<file path="src/rtl/alu_issue_unit.sv">
// ALU issue unit: decodes one RV32I request, drives a registered ALU operand
// set for one cycle, then holds the captured result until the consumer takes it.
module alu_issue_unit (
    input  logic        clk,
    input  logic        rst,
    input  logic        in_valid,
    output logic        in_ready,
    input  logic [6:0]  opcode,
    input  logic [2:0]  funct3,
    input  logic        funct7b5,
    input  logic [31:0] rs1_val,
    input  logic [31:0] rs2_val,
    input  logic [31:0] imm,
    output logic [2:0]  alu_ctrl,
    output logic [31:0] alu_a,
    output logic [31:0] alu_b,
    input  logic [31:0] alu_w,
    input  logic        alu_zero,
    input  logic        alu_neg,
    output logic        out_valid,
    input  logic        out_ready,
    output logic [31:0] out_result,
    output logic        out_taken,
    output logic        out_neg,
    output logic        out_illegal
);

    localparam logic [6:0] OP_R  = 7'b0110011;
    localparam logic [6:0] OP_I  = 7'b0010011;
    localparam logic [6:0] OP_LD = 7'b0000011;
    localparam logic [6:0] OP_ST = 7'b0100011;
    localparam logic [6:0] OP_BR = 7'b1100011;

    localparam logic [2:0] C_ADD  = 3'b000;
    localparam logic [2:0] C_SUB  = 3'b001;
    localparam logic [2:0] C_AND  = 3'b010;
    localparam logic [2:0] C_OR   = 3'b011;
    localparam logic [2:0] C_SLTU = 3'b100;
    localparam logic [2:0] C_SLT  = 3'b101;
    localparam logic [2:0] C_XOR  = 3'b110;

    typedef enum logic [1:0] {IDLE, EXEC, RESP} state_t;

    state_t     state;
    logic [2:0] d_ctrl;
    logic       d_imm;
    logic       d_ill;
    logic       d_br;
    logic       d_inv;
    logic       br_q;
    logic       inv_q;

    logic is_r, is_i, is_mem, is_br;
    assign is_r   = (opcode == OP_R);
    assign is_i   = (opcode == OP_I);
    assign is_mem = (opcode == OP_LD) || (opcode == OP_ST);
    assign is_br  = (opcode == OP_BR);

    // Branch taken = zero flag, inverted for BNE, BLT and BLTU.
    assign d_inv = funct3[2] ? ~funct3[0] : funct3[0];

    always_comb begin
        d_ctrl = C_ADD;
        d_imm  = 1'b0;
        d_ill  = 1'b0;
        d_br   = 1'b0;
        unique case (1'b1)
            is_r, is_i: begin
                d_imm = is_i;
                unique case (funct3)
                    3'b000:  d_ctrl = (is_r && funct7b5) ? C_SUB : C_ADD;
                    3'b111:  d_ctrl = C_AND;
                    3'b110:  d_ctrl = C_OR;
                    3'b100:  d_ctrl = C_XOR;
                    3'b010:  d_ctrl = C_SLT;
                    3'b011:  d_ctrl = C_SLTU;
                    default: d_ill  = 1'b1;
                endcase
            end
            is_mem: d_imm = 1'b1;
            is_br: begin
                d_br = 1'b1;
                unique case (funct3[2:1])
                    2'b00:   d_ctrl = C_SUB;
                    2'b10:   d_ctrl = C_SLT;
                    2'b11:   d_ctrl = C_SLTU;
                    default: d_ill  = 1'b1;
                endcase
            end
            default: d_ill = 1'b1;
        endcase
    end

    assign in_ready  = rst && (state == IDLE);
    assign out_valid = (state == RESP);

    always_ff @(posedge clk or negedge rst) begin
        if (!rst) begin
            state       <= IDLE;
            alu_ctrl    <= C_ADD;
            alu_a       <= '0;
            alu_b       <= '0;
            br_q        <= 1'b0;
            inv_q       <= 1'b0;
            out_result  <= '0;
            out_taken   <= 1'b0;
            out_neg     <= 1'b0;
            out_illegal <= 1'b0;
        end else begin
            unique case (state)
                IDLE: begin
                    if (in_valid) begin
                        if (d_ill) begin
                            out_illegal <= 1'b1;
                            out_result  <= '0;
                            out_taken   <= 1'b0;
                            out_neg     <= 1'b0;
                            state       <= RESP;
                        end else begin
                            alu_ctrl <= d_ctrl;
                            alu_a    <= rs1_val;
                            alu_b    <= d_imm ? imm : rs2_val;
                            br_q     <= d_br;
                            inv_q    <= d_inv;
                            state    <= EXEC;
                        end
                    end
                end
                EXEC: begin
                    out_result  <= alu_w;
                    out_neg     <= alu_neg;
                    out_taken   <= br_q & (alu_zero ^ inv_q);
                    out_illegal <= 1'b0;
                    state       <= RESP;
                end
                RESP: begin
                    if (out_ready) state <= IDLE;
                end
                default: state <= IDLE;
            endcase
        end
    end

endmodule

</file>
<file path="config.mk">
export PLATFORM = sky130hd
export DESIGN_NAME = alu_issue_unit
export DESIGN_NICKNAME = d
export VERILOG_FILES = /design/src/rtl/alu_issue_unit.sv
export SDC_FILE = /design/constraint.sdc
export NUM_CORES = 1
export LEC_CHECK = 0
export ABC_AREA = 1
export CAP_MARGIN = 15
export CORE_ASPECT_RATIO = 1.75
export CORE_MARGIN = 4
export CORE_UTILIZATION = 55
export DETAILED_ROUTE_END_ITERATION = 10
export DONT_BUFFER_PORTS = 1
export MAX_ROUTING_LAYER = met4
export PLACE_DENSITY = 0.74
export SYNTH_ARGS = -nofsm -noshare
export SYNTH_HDL_FRONTEND = slang
export SYNTH_SLANG_ARGS = --single-unit
export TNS_END_PERCENT = 50
</file>
<file path="constraint.sdc">
create_clock -name clk -period 2.1 [get_ports clk]
set_input_delay 0.315 -clock clk [delete_from_list [all_inputs] [get_ports clk]]
set_output_delay 0.315 -clock clk [all_outputs]
set_load 0.02 [all_outputs]
</file>
==> results.toml, run 1 <==
[synthesis]
synthTopCellsByArea = "dfrtp_1, nand2_1, o21ai_2, inv_1, buf_6"
syn_inst = 562
synthesis.nets = 707
netlist_area_um2 = 4920
synth.yosys.seq_area_share = 0.539
ys_ff_latch = 106
synth_area_leader_cell = "dfrtp_1"
synth_cell_types = 24
avgSynthCellArea_um2 = 8.75
synth_top_area_share = 0.539
yosys_warnings = 0

[detailed_routing]
drc = 0
highest_layer = "met4"
vias = 3429
drt_pass1_iterations = 4
drt.antenna.violating_nets = 0
wirelength_um = 10600
met3_length_um = 1060
wl_met2_um = 5520
drtIter0Drc = 135
wl_met1_um = 3740
routedWlPerCell_um = 15.7
via_per_inst = 5.08

[place]
dp.cells = 659
hpwl_um = 8150
port_buffers = 0
placed_area_um2 = 4940
gp_congestion = 0.831

[timing]
finalSetupViolCount = 0
setup_tns_ps = 0
hold_ws_ps = -331
rsz0062_at_grt = "no"
drv_slew = 0
max_slew.worst_pin.slew_ps = 706
worst_clock_skew_ps = 11.8
fmax_mhz = 598
fin_crit_sh = 0.796
max_slew_margin = 0.529
final_hold_viol_count = 106
fin_crit_ps = 1670

[critical_path]
worst-path-stages = 1
reg2reg_depth = 5
start_kind = "flop"
end_kind = "primary output"
crit_slowest_cell = "nor3b_1"
worstPathMaxFanout = 4
cp_data_arrival_time_ps = 1360
path_buf_inv = 0
crit_path_max_incr_delay_ps = 610
worstSetupPathType = "reg -> out"
worstPathRequired_ps = 1780
critical_path.top_delay_family = "simple AND/OR/NAND/NOR gates"
path_cells = "nor3b_1"

[grt]
grt_pass1_vias = 3450
grt_max_degree = 108
antenna_found_initial = 0
grt_pass1_wl_um = 16700
grt_usage = 0.208
overflow = 0

[power_and_ir_drop]
leakagePower_uw = 0.00280
peakVddDrop_v = 0.000537
power_density_nw_per_um2 = 970

[min_path]
min_path_type = "in -> async"

[die]
io_pins = 249
die_h_um = 133
chipWidth_um = 79.5
start_util = 0.563
rows = 45
die_area_um2 = 10600
core_area_um2 = 8730

[clock_network]
clk_path_buf_depth = 2
cts.htree.levels = 3
cts_root_buf = "clkbuf_16"
cts_setup_buffers = 0
tritoncts = "built"
insertion_delay_ps = 340
clk_pin_slew_ps = 70
cts_buffers = 9
cts_resized = 0
cts_sinks = 106

[layout]
stdcell_area_um2 = 5250
regArea_um2 = 2650
syn_to_final_growth_pct = 6.82
multi_input_area_um2 = 1740
antenna_cells = 0
nNetsFinal = 698
fillers = 755
layoutNonFillerInstCount = 675
final_layout_size_suffix_gt1_frac = 0.161

[run_status]
outcome = "finished, violations left"
violations = "hold timing"

[job]
max_cap_viol_count = 0
==> synth_stat cells <==
cell type  instances
and2_1             1
nor2_4             2
buf_6             16
buf_4              1
nand2_2            1
a21oi_1            3
dfrtp_1          106
nand4_1            2
o31ai_1            1
o21ai_2           61
nor2_1            15
clkbuf_1           3
nand2_1          214
nand4_2            1
nor3b_1            1
nor3_1             1
inv_1             79
xnor2_1            1
o21ai_1            8
buf_2              7
nor2_2             1
nand3_2            1
nand3_1            3
o21ai_0           33
==> worst paths after layout <==
| path | from | endpoint | slack [ps] |
|---|---|---|---|
| setup / recovery | state[0] | in_ready | 430 |
| hold reg to reg | br_q | br_q | 510 |
| hold / removal | rst | alu_a[30] | -330 |
| max in group asynchronous | rst | alu_b[22] | 2270 |
| min in group clk | out_ready | state[1] | 70 |
| setup reg to reg | state[1] | alu_a[4] | 610 |
==> registers in the layout, indices dropped and copies added (netlist names), 2 cells and up <==
register	count
alu_a	32
state	2
alu_ctrl	3
alu_b	32
out_result	32
==> power by group <==
group	internal (uW)	leakage, uW	switching, uW
Sequential	2320	0.00142	576
Combinational	214	0.00122	278
Clock	972	0.000155	737
==> cell families (layout without fill, tap and decap cells) <==
family	count (synthesis)	in the layout	share of synthesized area
buf+inv	106	102	0.108
flops	106	106	0.539
compound gates	106	106	0.155
simple gates	243	243	0.196
xor+xnor	1	1	0.00178
==> layer usage <==
metal,vias up,global-route usage
li1,1702,-
met1,1529,0.222
met2,177,0.353
met3,21,0.0572
met4,0,0.0908
met5,-,-
==> metrics by stage <==
stage               setup slack [ps]  hold slack [ps]  total power [uW]  utilization
floorplan                        704             19.4              3290            -
global placement                 522             21.6              3400        0.566
detailed placement               461             21.9              3440        0.566
CTS                              412             -348              5170        0.602
global route                     358             -352              5340        0.602
finish                           429             -331              5090        0.602
==> cell type report <==
| cell class | instances | area share |
|---|---|---|
| inverters | 79 | 0.0565 |
| well taps | 117 | 0.0279 |
| clock buffers | 10 | 0.0455 |
| repair buffers | 7 | 0.0195 |
| flip-flops and latches | 106 | 0.505 |
| clock inverters | 6 | 0.0138 |
| multi-input cells | 350 | 0.332 |
==> cells in the final DEF (no fill, tap or decap), types with 2 or more instances in the layout <==
master / instances
a21oi_1: 3
buf_12: 4
buf_4: 3
clkbuf_16: 9
clkinv_4: 2
dfrtp_1: 106
inv_1: 79
nand2_1: 214
nand3_1: 3
nand4_1: 2
nor2_1: 15
nor2_4: 2
o21ai_0: 33
o21ai_1: 8
o21ai_2: 61
(Power assumes the default switching activity.)
==> run 2: changes to the inputs <==
- PLACE_DENSITY: 0.74 -> 0.77
- clock period: 2.1 -> 1.5 ns (I/O delays scaled with it)
==> results.toml, run 2 (same netlist as run 1, synthesis figures left out) <==
[run_status]
outcome = "finished, violations left"
violations = "hold timing"

[min_path]
min_path_type = "in -> async"

[timing]
finalSetupViolCount = 0
final_hold_viol_count = 106
drv_slew = 0
fin_crit_ps = 1420
hold_ws_ps = -425
fmax_mhz = 705
max_slew_margin = 0.720
max_slew.worst_pin.slew_ps = 418
rsz0062_at_grt = "no"
worst_clock_skew_ps = 4.08
fin_crit_sh = 0.946

[critical_path]
critPathLaunch = "state[1]"
worstPathRequired_ps = 1270
worstPathMaxFanout = 3
crit_slowest_cell = "dfrtp_1"
start_kind = "flop"
reg2reg_depth = 7
rrSetupSlack_ps = 100
critical_path.top_delay_family = "flip-flops"
cp_data_arrival_time_ps = 1190
crit_end = "out_valid"
worst-path-stages = 3
path_cells = "buf_4 > inv_1 > nor2_1"
r2r_start = "state[1]"
end_kind = "primary output"
path_buf_inv = 2
crit_path_max_incr_delay_ps = 350
r2r_end = "alu_a[1]"
worstSetupPathType = "reg -> out"

[die]
io_pins = 249
start_util = 0.563
die_area_um2 = 10600
die_h_um = 133
rows = 45
core_area_um2 = 8730
chipWidth_um = 79.5

[detailed_routing]
routedWlPerCell_um = 15.4
vias = 3592
drtIter0Drc = 105
drc = 0
drt_pass1_iterations = 4
drt.antenna.violating_nets = 0
via_per_inst = 5.10
wirelength_um = 10800

[grt]
antenna_found_initial = 0
grt_max_degree = 108
grt_pass1_vias = 3630
overflow = 0
grt_usage = 0.213
grt_pass1_wl_um = 17100

[place]
hpwl_um = 8160
gp_congestion = 0.773
dp.cells = 673
port_buffers = 0
placed_area_um2 = 5080

[clock_network]
clk_pin_slew_ps = 70
hold_buffers = 17
tritoncts = "built"
cts_sinks = 106
insertion_delay_ps = 340
clk_path_buf_depth = 2
cts_buffers = 9
cts_setup_buffers = 0
cts_root_buf = "clkbuf_16"
cts.htree.levels = 3

[power_and_ir_drop]
p_seq_frac = 0.555
power_density_nw_per_um2 = 1310
p_int_uw = 5100
combPwrFrac = 0.106
swShare = 0.299
peakVddDrop_v = 0.000779
switching_power_uw = 2180
pwr-share-clk = 0.339
leakagePower_uw = 0.00294

[layout]
fillers = 721
nNetsFinal = 729
stdcell_area_um2 = 5580
antenna_cells = 0
final_layout_size_suffix_gt1_frac = 0.175
syn_to_final_growth_pct = 13.4
layout_commonest_cell = "nand2_1"
top_regs = "alu_a: 32 flops, alu_b: 32 flops, out_result: 32 flops"
fin_util = 0.639
final_cell_mix = "nand2_1, dfrtp_1, inv_1"
regArea_um2 = 2650
layoutNonFillerInstCount = 705
multi_input_area_um2 = 1750

[job]
max_cap_viol_count = 0
[run 2: area by class of cell]
cell class                      instances  area share
Multi-Input combinational cell        350       0.313
Tap cell                              117      0.0262
Sequential cell                       106       0.476
Inverter                               79      0.0532
Clock inverter                          4      0.0137
Timing Repair Buffer                   38      0.0745
Clock buffer                           11      0.0435
[run 2: worst min path at each step]
stage,from,end,slack (ps)
floorplan,rst,alu_a[0],-70
global placement,rst,out_result[13],-70
detailed placement,rst,out_result[17],-70
CTS,rst,out_result[17],-440
global route,rst,out_result[14],-450
finish,rst,alu_a[20],-430
[run 2: power by group through the flow]
| stage | sequential, uW | clock (uW) | combinational (uW) |
|---|---|---|---|
| floorplan | 3980 | 0 | 626 |
| global placement | 4090 | 0 | 693 |
| detailed placement | 4100 | 0 | 748 |
| CTS | 4060 | 2550 | 783 |
| global route | 4080 | 2650 | 880 |
| finish | 4040 | 2470 | 771 |
[run 2: what timing repair did]
action                                  4_1_cts  5_1_grt
endpoints found under the hold margin       123      106
endpoints found under the setup margin        0        1
gates resized for setup                       0        1
[run 2: metal layers]
layer,routed length (um),vias to the layer above,GRT usage
li1,-,1768,-
met1,3830,1625,0.220
met2,5700,177,0.371
met3,1020,22,0.0627
met4,301,0,0.0860
met5,0,-,-
[run 2: metrics by stage]
stage	total power, uW	setup WS [ps]	TNS (ps)
final	7290	80.6	0
after detailed placement	4850	-19.2	-19.2
after floorplan	4600	193	0
after CTS	7390	55.2	0
after global routing	7620	7.96	0
after global placement	4790	35.4	0
==> run 3: changes to the inputs <==
- CTS_CLUSTER_DIAMETER: not set -> 30
- GPL_ROUTABILITY_DRIVEN: not set -> 0
==> results of run 3 <==
Final layout, timing and power as in run 2 (identical DEF).
